`src/rtl/lsu_pkg.sv`:
```
// lsu_pkg: shared funct3 encodings, FSM states and access size/mask helpers for the LSU.
package lsu_pkg;
    localparam logic [2:0] F3_B  = 3'b000;
    localparam logic [2:0] F3_H  = 3'b001;
    localparam logic [2:0] F3_W  = 3'b010;
    localparam logic [2:0] F3_BU = 3'b100;
    localparam logic [2:0] F3_HU = 3'b101;

    typedef enum logic [2:0] {IDLE, FIRST, SECOND, DONE, ERR} state_t;

    function automatic logic [2:0] f3_size(input logic [2:0] f3);
        return f3[1:0] == 2'b00 ? 3'd1 : f3[1:0] == 2'b01 ? 3'd2 : 3'd4;
    endfunction

    function automatic logic [3:0] f3_mask(input logic [2:0] f3);
        return f3[1:0] == 2'b00 ? 4'b0001 : f3[1:0] == 2'b01 ? 4'b0011 : 4'b1111;
    endfunction

    function automatic logic f3_legal(input logic we, input logic [2:0] f3);
        return (f3 == F3_B || f3 == F3_H || f3 == F3_W) || (!we && (f3 == F3_BU || f3 == F3_HU));
    endfunction
endpackage

```
`src/rtl/lsu_extract.sv`:
```
// lsu_extract: picks the addressed bytes out of a 64-bit load window and sign/zero-extends them.
module lsu_extract
    import lsu_pkg::*;
(
    input  logic [63:0] i_window,
    input  logic [1:0]  i_offset,
    input  logic [2:0]  i_funct3,
    output logic [31:0] o_data
);
    logic [31:0] w_shift;
    assign w_shift = 32'(i_window >> {i_offset, 3'b000});
    assign o_data = i_funct3 == F3_B  ? {{24{w_shift[7]}}, w_shift[7:0]} :
                    i_funct3 == F3_BU ? {24'b0, w_shift[7:0]} :
                    i_funct3 == F3_H  ? {{16{w_shift[15]}}, w_shift[15:0]} :
                    i_funct3 == F3_HU ? {16'b0, w_shift[15:0]} : w_shift;
endmodule

```
`src/rtl/lsu_align.sv`:
```
// lsu_align: byte-aligned load/store unit; misaligned accesses crossing a word become two word accesses.
module lsu_align
    import lsu_pkg::*;
#(
    parameter int ADDRESS_WIDTH = 9,
    parameter int DATA_WIDTH    = 32,
    parameter int BYTE_WIDTH    = 8
) (
    input  logic                     CLK,
    input  logic                     RST,
    input  logic                     req_valid,
    output logic                     req_ready,
    input  logic                     req_we,
    input  logic [ADDRESS_WIDTH-1:0] req_addr,
    input  logic [DATA_WIDTH-1:0]    req_wdata,
    input  logic [2:0]               req_funct3,
    output logic                     rsp_valid,
    output logic                     rsp_err,
    output logic [DATA_WIDTH-1:0]    rsp_rdata,
    output logic                     mem_req,
    output logic                     mem_we,
    output logic [3:0]               mem_be,
    output logic [ADDRESS_WIDTH-1:0] mem_addr,
    output logic [DATA_WIDTH-1:0]    mem_wdata,
    input  logic [DATA_WIDTH-1:0]    mem_rdata
);
    state_t                   r_state;
    logic [ADDRESS_WIDTH-1:0] r_addr;
    logic                     r_we;
    logic [DATA_WIDTH-1:0]    r_wdata;
    logic [2:0]               r_f3;
    logic [DATA_WIDTH-1:0]    r_lo_word;
    logic                     w_first, w_second, w_split;
    logic [5:0]               w_shamt;
    logic [63:0]              w_wdata_win, w_window;
    logic [7:0]               w_be_win;
    logic [ADDRESS_WIDTH-1:0] w_base;
    logic [31:0]              w_load;

    assign w_first     = r_state == FIRST;
    assign w_second    = r_state == SECOND;
    assign w_split     = (3'(r_addr[1:0]) + f3_size(r_f3)) > 3'd4;
    assign w_shamt     = 6'(r_addr[1:0]) * 6'(BYTE_WIDTH);
    assign w_wdata_win = {32'b0, r_wdata} << w_shamt;
    assign w_be_win    = {4'b0, f3_mask(r_f3)} << r_addr[1:0];
    assign w_base      = {r_addr[ADDRESS_WIDTH-1:2], 2'b00};
    assign w_window    = w_split ? {mem_rdata, r_lo_word} : {32'b0, mem_rdata};

    lsu_extract u_extract (
        .i_window (w_window),
        .i_offset (r_addr[1:0]),
        .i_funct3 (r_f3),
        .o_data   (w_load)
    );

    // All outputs decode registered state/fields only; the wrap past the top word is modular.
    assign req_ready = r_state == IDLE;
    assign mem_req   = w_first || w_second;
    assign mem_we    = mem_req && r_we;
    assign mem_be    = !mem_we ? 4'b0 : w_first ? w_be_win[3:0] : w_be_win[7:4];
    assign mem_addr  = w_first ? w_base : w_second ? w_base + ADDRESS_WIDTH'(4) : '0;
    assign mem_wdata = !mem_we ? '0 : w_first ? w_wdata_win[31:0] : w_wdata_win[63:32];
    assign rsp_valid = r_state == DONE || r_state == ERR;
    assign rsp_err   = r_state == ERR;
    assign rsp_rdata = (r_state == DONE && !r_we) ? w_load : '0;

    always_ff @(posedge CLK) begin
        if (RST) begin
            r_state   <= IDLE;
            r_addr    <= '0;
            r_we      <= 1'b0;
            r_wdata   <= '0;
            r_f3      <= '0;
            r_lo_word <= '0;
        end else begin
            case (r_state)
                IDLE: if (req_valid) begin
                    r_addr  <= req_addr;
                    r_we    <= req_we;
                    r_wdata <= req_wdata;
                    r_f3    <= req_funct3;
                    r_state <= f3_legal(req_we, req_funct3) ? FIRST : ERR;
                end
                FIRST: r_state <= w_split ? SECOND : DONE;
                SECOND: begin
                    r_lo_word <= mem_rdata;
                    r_state   <= DONE;
                end
                default: r_state <= IDLE;
            endcase
        end
    end
endmodule

```
`config.mk`:
```
export PLATFORM = sky130hd
export DESIGN_NAME = lsu_align
export DESIGN_NICKNAME = d
export VERILOG_FILES = /design/src/rtl/lsu_pkg.sv /design/src/rtl/lsu_extract.sv /design/src/rtl/lsu_align.sv
export SDC_FILE = /design/constraint.sdc
export NUM_CORES = 1
export LEC_CHECK = 0
export BUFFER_PORTS_ARGS = -buffer_cell sky130_fd_sc_hd__buf_2
export CELL_PAD_IN_SITES_DETAIL_PLACEMENT = 2
export CELL_PAD_IN_SITES_GLOBAL_PLACEMENT = 2
export CORE_MARGIN = 1
export CORE_UTILIZATION = 32
export CTS_BUF_LIST = sky130_fd_sc_hd__clkbuf_4
export DETAILED_ROUTE_END_ITERATION = 10
export PLACE_DENSITY = 0.95
export REMOVE_ABC_BUFFERS = 1
export SLEW_MARGIN = 10
export SYNTH_ARGS = -nofsm -noshare
export SYNTH_HDL_FRONTEND = slang
export SYNTH_SLANG_ARGS = --single-unit
```
`constraint.sdc`:
```
create_clock -name CLK -period 11.35 [get_ports CLK]
set_input_delay 2.27 -clock CLK [delete_from_list [all_inputs] [get_ports CLK]]
set_output_delay 2.27 -clock CLK [all_outputs]
set_load 0.01 [all_outputs]
```
==> summary.md <==
| Metric | Value |
|---|---|
| Status | finished, final reports clean |
| Post-Syn Area | 5630 sq um |
| Yosys reg bits | 80 |
| Top_reg_cell synth | dfxtp_1 |
| VDD IR-drop max | 44.1 uV |
| Post-synthesis xor/xnor area fraction | 0.00600 |
| Slew headroom | 0.264 |
| Largest family of logic cells by synthesized area | compound AO/OA/AOI/OAI gates |
| Num CTS Buffers | 9 |
| Yosys cell types | 50 |
| Net Sw Power | 0.339 mW |
| Ys Warns | 0 |
| CP bufs+invs | 3 |
| RR Startpoint | r_f3[1] |
| Die area | 18,100 sq um |
| Cell Chain, Critical Path | or2_2 > clkinv_1 > ha_1 > inv_1 > fa_1 > xnor2_1 > nand2_2 > mux4_2 > a21oi_1 > a211oi_1 > buf_2 |
| Max Buffers Root-to-Sink | 2 |
| Area delta synth->final | 17.5% |
| GP Congestion | 0.802 |
| Arr. time, crit path | 5.16 ns |
| Max stage delay cell, worst path | xnor2_1 |
| Post-Route Utilization | 0.384 |
| Final setup skew | 0.0135 ns |
| Die Width | 135 um |
| Period utilization | 0.655 |
| Post-Synth Adder-Cell Area | 0.0102 |
| Crit Path Category | reg2out |
| Sw frac | 0.423 |
| Fmax achieved | 0.135 GHz |
| Share of the synthesized area in the top cell type | 0.284 |
| CP max FO | 28 |
| Overall power | 0.801 mW |
| Startpoint types | flip-flop |
| Final setup vio count | 0 |
| Post-Syn Instances | 764 |
| Combinational cell fraction of total power | 0.375 |
| Crit path setup slack, layout | 3.92 ns |
| WP data required | 9.08 ns |
| Iter 0 DRT Violations | 232 |
| Simple-Gate Fraction of Synth Area | 0.229 |
| Vias/cell | 5.67 |
| Max stage delay on crit path | 0.84 ns |
| Reg-to-reg setup timing slack | 8.20 ns |
| Num rows | 48 |
| CP top delay family | simple AND/OR/NAND/NOR gates |
| CP endpoint kind | primary output |
| Pin count of the biggest net entering global routing | 85 |
| First-pass GRT wire length | 36.8 mm |
| TritonCTS sink count | 80 |
| Post-place setup slack | 4.49 ns |
| Number of I/O port buffers | 159 |
| Total iterations of the first detailed-routing run | 4 |
| Clock network power share | 0.203 |
| Ranking of synthesized cells by area | dfxtp_1, nand2_1, a21oi_1, mux4_2, mux2i_1 |
| Slew @ Worst Pin | 1.10 ns |
| Worst hold endpoint | r_lo_word[0] |
| Path depth of the worst reg2reg path | 10 |
| Vias in the first global route | 6,742 |
| CTS tree | done |
| GRT overflow | 0 |
| Routed len/inst | 21.0 um |
| RSZ-0062 raised after global routing | no |
| Vert. Die Dim | 135 um |
| GR Util All Layers | 0.262 |
| Layout Nets | 959 |
| Post-synth EDFFs | 0 |
| Share of post-route cells with drive strength above 1 | 0.265 |
| Initial antenna violation count | 0 |
| Worst hold path type | reg2reg |
| CORE AREA | 17,200 sq um |
| Post-CTS Resized | 0 |
| Reg-to-reg endpoint | r_state[0] |
| # hold bufs at CTS | 0 |
| # diodes | 0 |
| Hold path depth | 2 |
| Via count | 6,269 |
| Initial Util | 0.327 |
| Power Internal | 0.462 mW |
| Post-synth ARST share | 0 |
| Total Wirelength | 23.2 mm |
| Cell taking the most area after synthesis | dfxtp_1 |
| Complex-gate fraction of the synthesized area | 0.235 |
| Part of the power in registers | 0.422 |
| Mux share of post-synthesis cell area | 0.177 |
| CTS clk-pin slew, worst paths | 0.15 ns |
| Detailed placement HPWL | 16.3 mm |
| Post-route ant nets | 0 |
| Final min period | 7.43 ns |
| Mean Syn Cell Area | 7.37 sq um |
| Clk root buf | clkbuf_4 |
| Detailed-route DRC error count | 0 |
| Leakage Power | 2.66 nW |
| Max cap viols | 0 |
| Max-slew violation count | 0 |
| Fin. Hold Viols | 0 |
| # IOs | 162 |
| H-Tree Depth | 3 |
| Pwr dens | 121 nW/um^2 |
| Worst-Skew Late Latency | 0.49 ns |
| Setup TNS | 0 ns |
| Post-synthesis sequential area ratio | 0.284 |
| Postcts setup bufs | 0 |
| Min-delay src | r_lo_word[0] |
-- layout make-up --
type,count,area [sq um]
Tap cell,225,282
Clock inverter,6,36.3
Sequential cell,80,1610
Clock buffer,10,75.1
Multi-Input combinational cell,606,3710
Timing Repair Buffer,171,886
Fill cell,2124,10600
Inverter,7,26.3
-- per-stage QoR --
| stage | std cells | instance area (sq um) | hold slack, ns |
|---|---|---|---|
| 2_1_floorplan | 693 | 5340 | 0.427 |
| 3_5_place_dp | 1089 | 6510 | 0.449 |
| 3_3_place_gp | 1089 | 6510 | 0.442 |
| 5_1_grt | 1105 | 6620 | 0.503 |
| 4_1_cts | 1105 | 6620 | 0.468 |
| 6_report | 1105 | 6620 | 0.472 |
-- tightest hold or removal path: cells and delay by family, from the launching register on --
family	cells	cell delay [ns]
DFF	1	0.34
and+or+nand+nor	1	0.05
AOI/OAI and AO/OA	1	0.05
-- power by group through the flow --
stage                     Sequential, mW  Combinational, mW  Clock [mW]
final                              0.338              0.300       0.162
after global routing               0.342              0.329       0.172
after CTS                          0.337              0.302       0.165
after detailed placement           0.344              0.300           0
after global placement             0.341              0.281           0
after floorplan                    0.341              0.188           0
-- metal layers --
layer | GRT usage | up-vias | wire length, um
met5 | 0 | - | 0
met3 | 0.0315 | 32 | 1080
li1 | - | 2931 | -
met1 | 0.323 | 3104 | 9960
met4 | 0.0949 | 0 | 446
met2 | 0.467 | 202 | 11700
-- registers in the layout, summed over array words and instances (netlist names) --
register and cells:
r_addr 9, r_we 1, r_state 3, r_lo_word 32, r_wdata 32, r_f3 3
-- Yosys cell counts (2+ instances only) --
library cell,count
nand2b_1,2
buf_1,6
mux2i_1,33
a31oi_1,10
a21o_1,2
and4_1,7
clkbuf_1,53
a21oi_1,124
a22o_1,10
a211oi_1,22
nand3_1,9
ha_1,3
dfxtp_1,80
mux2_2,15
a211o_1,7
o211a_1,7
nor2_1,49
a2111oi_0,2
and2_1,3
nand2_1,188
nor2_2,2
buf_2,9
mux4_2,22
nor3_1,32
o21ai_0,33
buf_4,3
a311oi_1,2
inv_1,6
nand4_1,2
-- layout by cell type, fill, tap and decap left out, types with 2 or more instances in the layout --
cell type,n
clkinvlp_4,3
a311oi_1,2
a21oi_1,124
and4_1,7
a211oi_1,22
nand4_1,2
a2111oi_0,2
clkinv_2,2
o211a_1,7
a211o_1,7
nor2_1,49
nand3_1,9
nor3_1,32
and2_1,3
o21ai_0,33
mux2_2,15
nand2b_1,2
mux4_2,22
nand2_1,188
ha_1,3
clkinv_1,3
a22o_1,10
dfxtp_1,78
inv_1,5
buf_2,159
buf_4,12
conb_1,2
a21o_1,2
nor2_2,2
clkbuf_4,10
a31oi_1,10
mux2i_1,33
-- worst max path at each step --
stage                   start       endpoint  slack [ns]  cells after the start
floorplan           r_addr[1]  rsp_rdata[19]        3.70                      7
global placement      r_f3[1]  rsp_rdata[16]        4.86                     11
detailed placement    r_f3[1]  rsp_rdata[16]        4.49                     11
CTS                   r_f3[1]  rsp_rdata[16]        3.91                     11
global route          r_f3[1]  rsp_rdata[28]        3.59                     11
finish                r_f3[1]  rsp_rdata[16]        3.92                     11
-- cell families (layout without fill, tap and decap cells) --
kind of cell	after synthesis	after routing
and+or+nand+nor	304	304
AOI/OAI and AO/OA	223	223
DFF	80	80
buffers and inverters	79	194
muxes	70	70
adders and majority gates	4	4
xor gates and xnor gates	3	3
other	1	2
Note: power is estimated with default switching activity, not from simulation.
